### config.mk
export PLATFORM = sky130hd
export DESIGN_NAME = i2c_transaction_sequencer
export DESIGN_NICKNAME = d
export VERILOG_FILES = /design/src/rtl/i2c_sequencer_pkg.sv /design/src/rtl/i2c_transaction_sequencer.sv
export SDC_FILE = /design/constraint.sdc
export NUM_CORES = 1
export LEC_CHECK = 0
export ABC_AREA = 1
export CORE_MARGIN = 5
export CORE_UTILIZATION = 50
export CTS_CLUSTER_DIAMETER = 200
export CTS_CLUSTER_SIZE = 20
export DETAILED_ROUTE_END_ITERATION = 16
export PLACE_DENSITY = 0.92
export SLEW_MARGIN = 20
export SYNTH_ARGS = -nofsm -noshare
export SYNTH_HDL_FRONTEND = slang
export SYNTH_SLANG_ARGS = --single-unit
### constraint.sdc
create_clock -name clock -period 4 [get_ports clock]
set_input_delay 0.6 -clock clock [delete_from_list [all_inputs] [get_ports clock]]
set_output_delay 0.6 -clock clock [all_outputs]
set_load 0.01 [all_outputs]
### src/rtl/i2c_sequencer_pkg.sv
// Shared state encoding and default sizing for the I2C transaction sequencer.
package i2c_sequencer_pkg;

    localparam int DEFAULT_DATA_WIDTH     = 8;
    localparam int DEFAULT_REGISTER_WIDTH = 8;
    localparam int DEFAULT_ADDRESS_WIDTH  = 7;
    localparam int DEFAULT_TIMEOUT_CYCLES = 65535;
    localparam int DIVIDER_WIDTH          = 16;

    typedef enum logic [2:0] {
        IDLE,
        LAUNCH,
        WAIT_START,
        WAIT_DONE,
        RESPOND
    } seq_state_e;

endpackage

### src/rtl/i2c_transaction_sequencer.sv
// Accepts one register-level I2C command, launches the external master, waits for its
// busy window (with per-phase timeout) and returns a single response.
module i2c_transaction_sequencer
    import i2c_sequencer_pkg::*;
#(
    parameter int DATA_WIDTH     = DEFAULT_DATA_WIDTH,
    parameter int REGISTER_WIDTH = DEFAULT_REGISTER_WIDTH,
    parameter int ADDRESS_WIDTH  = DEFAULT_ADDRESS_WIDTH,
    parameter int TIMEOUT_CYCLES = DEFAULT_TIMEOUT_CYCLES
) (
    input  logic                      clock,
    input  logic                      reset,
    input  logic                      command_valid,
    output logic                      command_ready,
    input  logic                      command_read_write,
    input  logic [ADDRESS_WIDTH-1:0]  command_device_address,
    input  logic [REGISTER_WIDTH-1:0] command_register_address,
    input  logic [DATA_WIDTH-1:0]     command_data,
    input  logic [DIVIDER_WIDTH-1:0]  divider_config,
    output logic                      response_valid,
    input  logic                      response_ready,
    output logic [DATA_WIDTH-1:0]     response_data,
    output logic                      response_error,
    output logic                      master_enable,
    output logic                      master_read_write,
    output logic [DATA_WIDTH-1:0]     master_mosi_data,
    output logic [REGISTER_WIDTH-1:0] master_register_address,
    output logic [ADDRESS_WIDTH-1:0]  master_device_address,
    output logic [DIVIDER_WIDTH-1:0]  master_divider,
    input  logic [DATA_WIDTH-1:0]     master_miso_data,
    input  logic                      master_busy
);

    localparam int CNT_WIDTH = $clog2(TIMEOUT_CYCLES + 1);
    localparam logic [CNT_WIDTH-1:0] EXPIRE_COUNT = CNT_WIDTH'(TIMEOUT_CYCLES - 1);

    seq_state_e                state_q,    state_d;
    logic                      rw_q,       rw_d;
    logic [ADDRESS_WIDTH-1:0]  dev_q,      dev_d;
    logic [REGISTER_WIDTH-1:0] reg_q,      reg_d;
    logic [DATA_WIDTH-1:0]     wdata_q,    wdata_d;
    logic [DIVIDER_WIDTH-1:0]  div_q,      div_d;
    logic [CNT_WIDTH-1:0]      cnt_q,      cnt_d;
    logic [DATA_WIDTH-1:0]     rsp_data_q, rsp_data_d;
    logic                      rsp_err_q,  rsp_err_d;

    logic                      accept;
    logic [CNT_WIDTH-1:0]      cnt_inc;
    logic                      timeout_hit;

    assign command_ready = (state_q == IDLE) && !master_busy;
    assign accept        = command_valid && command_ready;

    // Saturating increment; expiry is judged on the value the counter is about to reach.
    assign cnt_inc     = (cnt_q == '1) ? cnt_q : cnt_q + CNT_WIDTH'(1);
    assign timeout_hit = (cnt_inc >= EXPIRE_COUNT);

    always_comb begin
        // NOTE: every _d takes its _q value first so no branch can leave one unassigned and infer a latch.
        state_d    = state_q;
        rw_d       = rw_q;
        dev_d      = dev_q;
        reg_d      = reg_q;
        wdata_d    = wdata_q;
        div_d      = div_q;
        cnt_d      = cnt_q;
        rsp_data_d = rsp_data_q;
        rsp_err_d  = rsp_err_q;

        unique case (state_q)
            IDLE: begin
                if (accept) begin
                    rw_d    = command_read_write;
                    dev_d   = command_device_address;
                    reg_d   = command_register_address;
                    wdata_d = command_data;
                    div_d   = divider_config;
                    state_d = LAUNCH;
                end
            end

            LAUNCH: begin
                cnt_d   = '0;
                state_d = WAIT_START;
            end

            WAIT_START: begin
                cnt_d = cnt_inc;
                if (master_busy) begin
                    cnt_d   = '0;
                    state_d = WAIT_DONE;
                end else if (timeout_hit) begin
                    rsp_data_d = '0;
                    rsp_err_d  = 1'b1;
                    state_d    = RESPOND;
                end
            end

            WAIT_DONE: begin
                cnt_d = cnt_inc;
                // The awaited busy level is checked first so it wins over a coincident expiry.
                if (!master_busy) begin
                    rsp_data_d = rw_q ? master_miso_data : '0;
                    rsp_err_d  = 1'b0;
                    state_d    = RESPOND;
                end else if (timeout_hit) begin
                    rsp_data_d = '0;
                    rsp_err_d  = 1'b1;
                    state_d    = RESPOND;
                end
            end

            RESPOND: begin
                if (response_ready) begin
                    state_d = IDLE;
                end
            end

            default: begin
                state_d = IDLE;
            end
        endcase
    end

    always_ff @(posedge clock) begin
        if (reset) begin
            state_q    <= IDLE;
            rw_q       <= 1'b0;
            dev_q      <= '0;
            reg_q      <= '0;
            wdata_q    <= '0;
            div_q      <= '0;
            cnt_q      <= '0;
            rsp_data_q <= '0;
            rsp_err_q  <= 1'b0;
        end else begin
            // NOTE: non-blocking assignments so every register samples pre-edge values.
            state_q    <= state_d;
            rw_q       <= rw_d;
            dev_q      <= dev_d;
            reg_q      <= reg_d;
            wdata_q    <= wdata_d;
            div_q      <= div_d;
            cnt_q      <= cnt_d;
            rsp_data_q <= rsp_data_d;
            rsp_err_q  <= rsp_err_d;
        end
    end

    assign master_enable           = (state_q == LAUNCH);
    assign master_read_write       = rw_q;
    assign master_device_address   = dev_q;
    assign master_register_address = reg_q;
    assign master_mosi_data        = wdata_q;
    assign master_divider          = div_q;

    assign response_valid = (state_q == RESPOND);
    assign response_data  = rsp_data_q;
    assign response_error = rsp_err_q;

endmodule

Word-level counts from Yosys, hierarchy flattened. Cells that the tools add are included. Widths: inputs -> output; s select.

Register bits after elaboration: 68. Input port bits: 53. Logic and storage cells: 46.

$add $sub $neg: 1. $lt $le $gt $ge: 1. Equality and inequality tests: 8. Muxes and demuxes: 18. Reductions and logical operators: 9.

Operator list (number): $pmux 16 s3 (1); $mux 16 (2); $mux 8 (4); $add 16x1->16 const B (1); $eq 16x16->1 const B (1); $ge 16x16->1 const B (1); $pmux 8 s2 (1); $mux 3 (5); $pmux 3 s5 (1); $eq 3x2->1 const B (2); $reduce_and 2->1 (3); $ne 2x2->1 const B (2); $eq 3x1->1 const B (1); $eq 3x3->1 const B (1); $logic_not 3->1 (1); $mux 1 (3); $reduce_bool 3->1 (1); $logic_and 1x1->1 (2); $ne 2x1->1 const B (1); $pmux 1 s2 (1); $reduce_bool 2->1 (1); $logic_not 1->1 (1).

Logic depth before layout (Yosys ltp).
Word-level depth: 6. Gate-level depth with buffers: 17.

Worst setup path after synthesis. No wires, ideal clock.

Kind: register -> register. From: register cnt_q[0]. To: register state_q[0]. Setup time: 0.128 ns. Data arrival time: 1.796 ns. Data required time: 3.872 ns. Slack: 2.076 ns. Stages on the path, launching flop included: 16. Clock period less this slack: 1.924 ns. Cells stage by stage: dfxtp_1 ha_1 inv_1 nor2_2 nand2_2 inv_2 nand2_4 buf_6 nand2_1 nand2_1 nor2_1 nand3_1 nor2_4 nor2_1 o21ai_1 nor2_1.

Longest elaborated chain between the ends: 6. Elaborated cells between the ends (all ways): 8. Those cells by class: add/sub: 1; order compare: 1; eq/ne: 1; mux: 5.

Ends and longest elaborated chain: start: declaration (RTL line i2c_transaction_sequencer.sv:43) `logic [CNT_WIDTH-1:0] cnt_q, cnt_d;`; start signal: assignment (RTL line i2c_transaction_sequencer.sv:144) `cnt_q <= cnt_d;`; $add 16x1->16 or $eq 16x16->1 (tied branches) (RTL line i2c_transaction_sequencer.sv:55) `assign cnt_inc = (cnt_q == '1) ? cnt_q : cnt_q + CNT_WIDTH'(1);`; $mux 16 (*) (RTL line i2c_transaction_sequencer.sv:55); $ge 16x16->1 (*) (RTL line i2c_transaction_sequencer.sv:56) `assign timeout_hit = (cnt_inc >= EXPIRE_COUNT);`; $mux 3 (*); $mux 3, on equally long branches; $pmux 3 s5 (*); end signal: assignment (RTL line i2c_transaction_sequencer.sv:138) `state_q <= state_d;`; end: declaration (RTL line i2c_transaction_sequencer.sv:37) `seq_state_e state_q, state_d;`.

Mark *: on every way between the ends. The rest lies on a longest branch, timed or not. A chain may end at the register's enable or synchronous reset.

Worst setup path after layout.
From: input port master_busy. To: output port command_ready.

Longest elaborated chain between the ends: 2.

Ends and longest elaborated chain: start: declaration (RTL line i2c_transaction_sequencer.sv:31) `input logic master_busy`; $logic_not 1->1; $logic_and 1x1->1 (RTL line i2c_transaction_sequencer.sv:51) `assign command_ready = (state_q == IDLE) && !master_busy;`; end: declaration (RTL line i2c_transaction_sequencer.sv:14) `output logic command_ready,`.

Every way passes these cells.

==> impl_metrics.json <==
{
  "outcome": "completed",
  "synth_common_cells": "nand2_1 (143), nand3_1 (70), dfxtp_1 (68), a21oi_1 (65), inv_1 (30)",
  "dp_hpwl_microns": 6630,
  "skew_ns": 0.0119,
  "post-place-ws_ns": 1.39,
  "worstHoldStart": "master_register_address[4]",
  "die_h_microns": 90.3,
  "nets": 629,
  "htree_levels": 3,
  "dieArea_sq_mm": 0.00815,
  "drt_wl_total_microns": 9450,
  "path_class": "in2out",
  "cts_resized": 0,
  "gr-max-usage-layer": "met2",
  "seqPwrFrac": 0.406,
  "grt_usage": 0.235,
  "leakage_nw": 1.70,
  "antenna_found_initial": 0,
  "maxSlewHeadroom": 0.299,
  "netlist_instances": 483,
  "worstPathMaxFanout": 4,
  "place_congestion": 0.948,
  "holdPathEnd": "master_register_address[4]",
  "fmax_mhz": 389,
  "clock_latency_ns": 0.35,
  "met1_usage": 0.271,
  "power_mw": 1.89,
  "drive_gt1_frac": 0.0552,
  "synthFlopType": "dfxtp_1",
  "start_util": 0.511,
  "core_area_sq_mm": 0.00631,
  "clk_path_buf_depth": 2,
  "placementRows": 29,
  "drv_slew": 0,
  "pin_count": 105,
  "r2r_cells": 14,
  "drtAntennaViolNets": 0,
  "hold_depth": 2,
  "cts_setup_buffers": 0,
  "postCtsHoldBufs": 0,
  "ys_seq_area_frac": 0.422,
  "rrSetupSlack_ns": 1.70,
  "worstPathArrival_ns": 1.97,
  "finalSetupViolCount": 0,
  "ir_drop_v": 0.000287,
  "final_hold_viol_count": 0,
  "ys_ff_latch": 68,
  "synth_edf_count": 0,
  "clkPwrFrac": 0.376,
  "drc": 0,
  "drv_cap": 0,
  "grt_max_degree": 41,
  "crit_required_ns": 3.40,
  "cts_buffers": 9,
  "antenna_cells": 0,
  "synthTopCellsByArea": "dfxtp_1 (42%), nand2_1 (17%), nand3_1 (11%)",
  "async_reset_ff_frac": 0,
  "grt_pass1_wl_microns": 16100,
  "hp-class": "reg2reg",
  "rsz0062_at_grt": "no",
  "io_buffers": 104,
  "synthesis.area_sq_mm": 0.00322,
  "synth_top_area_cell": "dfxtp_1",
  "num_vias": 3586,
  "end_kind": "primary output",
  "synth_cell_types": 26,
  "finalSetupTns_ns": 0,
  "fillers": 482,
  "met3_usage": 0.0900,
  "cp-start-kind": "input pin",
  "wl_per_cell_microns": 14.4,
  "clk_pin_slew_ns": 0.08,
  "power_density_mw_per_mm2": 417,
  "netlist.area_leader.share": 0.422,
  "grt.overflow.total": 0,
  "finalCritPeriodShare": 0.643,
  "r2r-start": "cnt_q[0]",
  "cts-root-buf": "clkbuf_8",
  "tightestPinTransition_ns": 1.05,
  "die_w_microns": 90.3,
  "combPwrFrac": 0.218,
  "grt_use_met2": 0.393,
  "postSynthNetCount": 537,
  "period_needed_ns": 2.57,
  "syn_to_final_growth_pct": 40.6,
  "grt_pass1_vias": 3440,
  "yosysMostFrequentCell": "nand2_1",
  "cts_tree": "done",
  "finalWorstSetupSlack_ns": 1.43,
  "synth_warnings": 0,
  "via_per_inst": 5.46,
  "dr.pass1.iters": 5,
  "cellInternalPower_mw": 1.35,
  "rr_endpoint": "response_data[6]",
  "p_sw_uw": 536,
  "hold_slack_ns": 0.462,
  "switching_share": 0.284,
  "syn_area_per_cell_sq_um": 6.68,
  "first_iter_violations": 234,
  "cts.sinks": 68
}
kinds of logic (layout without fill, tap and decap cells):
kind of cell / count (synthesis) / count (layout) / synth area share
AND/OR/NAND/NOR: 263 / 263 / 0.352
AO/OA/AOI/OAI: 85 / 85 / 0.135
flip-flops: 68 / 68 / 0.422
buffers and inverters: 61 / 158 / 0.0733
XOR/XNOR: 5 / 5 / 0.0136
adder cells (fa/ha/maj): 1 / 1 / 0.00388
routing by layer:
| layer | vias to the layer above | share of wire |
|---|---|---|
| li1 | 1771 | - |
| met1 | 1659 | 0.40 |
| met2 | 132 | 0.49 |
| met3 | 24 | 0.093 |
| met4 | 0 | 0.022 |
| met5 | - | 0 |
state kept, by name, summed over array words and instances, names as in the netlist:
name and cells:
response_error 1, master_mosi_data 8, master_read_write 1, cnt_q 16, master_register_address 8, response_data 8, state_q 3, master_device_address 7
master_divider 16
per-stage QoR:
stage                     utilization  cells  area [sq um]
final                           0.718    657          4530
after global placement          0.678    641          4280
after floorplan                     -    483          3220
after CTS                       0.718    657          4530
after global routing            0.718    657          4530
after detailed placement        0.678    641          4280
power groups by stage:
stage	logic [mW]	clock network [mW]	registers, mW
2_1_floorplan	0.195	0	0.795
3_3_place_gp	0.399	0	0.779
3_5_place_dp	0.410	0	0.781
4_1_cts	0.413	0.711	0.767
5_1_grt	0.455	0.744	0.775
6_report	0.413	0.710	0.767
layout make-up:
type	count	area, sq um	area share
clock inverter	5	108	0.0237
clock buffer	11	141	0.0312
multi-input combinational	354	1630	0.360
inverter	34	128	0.0282
timing repair buffer	108	1070	0.235
tap	77	96.3	0.0213
sequential	68	1360	0.300
how the worst max path moves through the flow:
stage | startpoint | to | slack [ns]
global placement | master_busy | state_q[0] | 1.46
detailed placement | master_busy | state_q[0] | 1.39
finish | master_busy | command_ready | 1.43
CTS | master_busy | command_ready | 1.42
floorplan | cnt_q[0] | state_q[0] | 2.08
global route | master_busy | command_ready | 1.35
layout by cell type, fill, tap and decap left out, types with 2 or more instances in the layout:
| cell type | netlist | layout |
|---|---|---|
| nor3_2 | 1 | 2 |
| clkbuf_8 | 0 | 10 |
| clkdlybuf4s50_1 | 0 | 103 |
| o21ai_0 | 12 | 12 |
| nor3_1 | 5 | 4 |
| buf_4 | 0 | 4 |
| dfxtp_1 | 68 | 68 |
| inv_2 | 4 | 4 |
| nor2_1 | 29 | 29 |
| nand2_1 | 143 | 143 |
| nand3_1 | 70 | 70 |
| nor2_2 | 3 | 3 |
| xnor2_1 | 2 | 2 |
| o21ai_1 | 4 | 4 |
| a21oi_1 | 65 | 65 |
| bufinv_16 | 0 | 3 |
| nand4_1 | 8 | 8 |
| xor2_1 | 3 | 3 |
| inv_1 | 30 | 30 |
| a211oi_1 | 2 | 2 |
critical path: stages:
cell	delay (ns)
clkdlybuf4s50_1	0.46
nor3_2	0.29
clkdlybuf4s50_1	0.62
(Power assumes the default switching activity.)
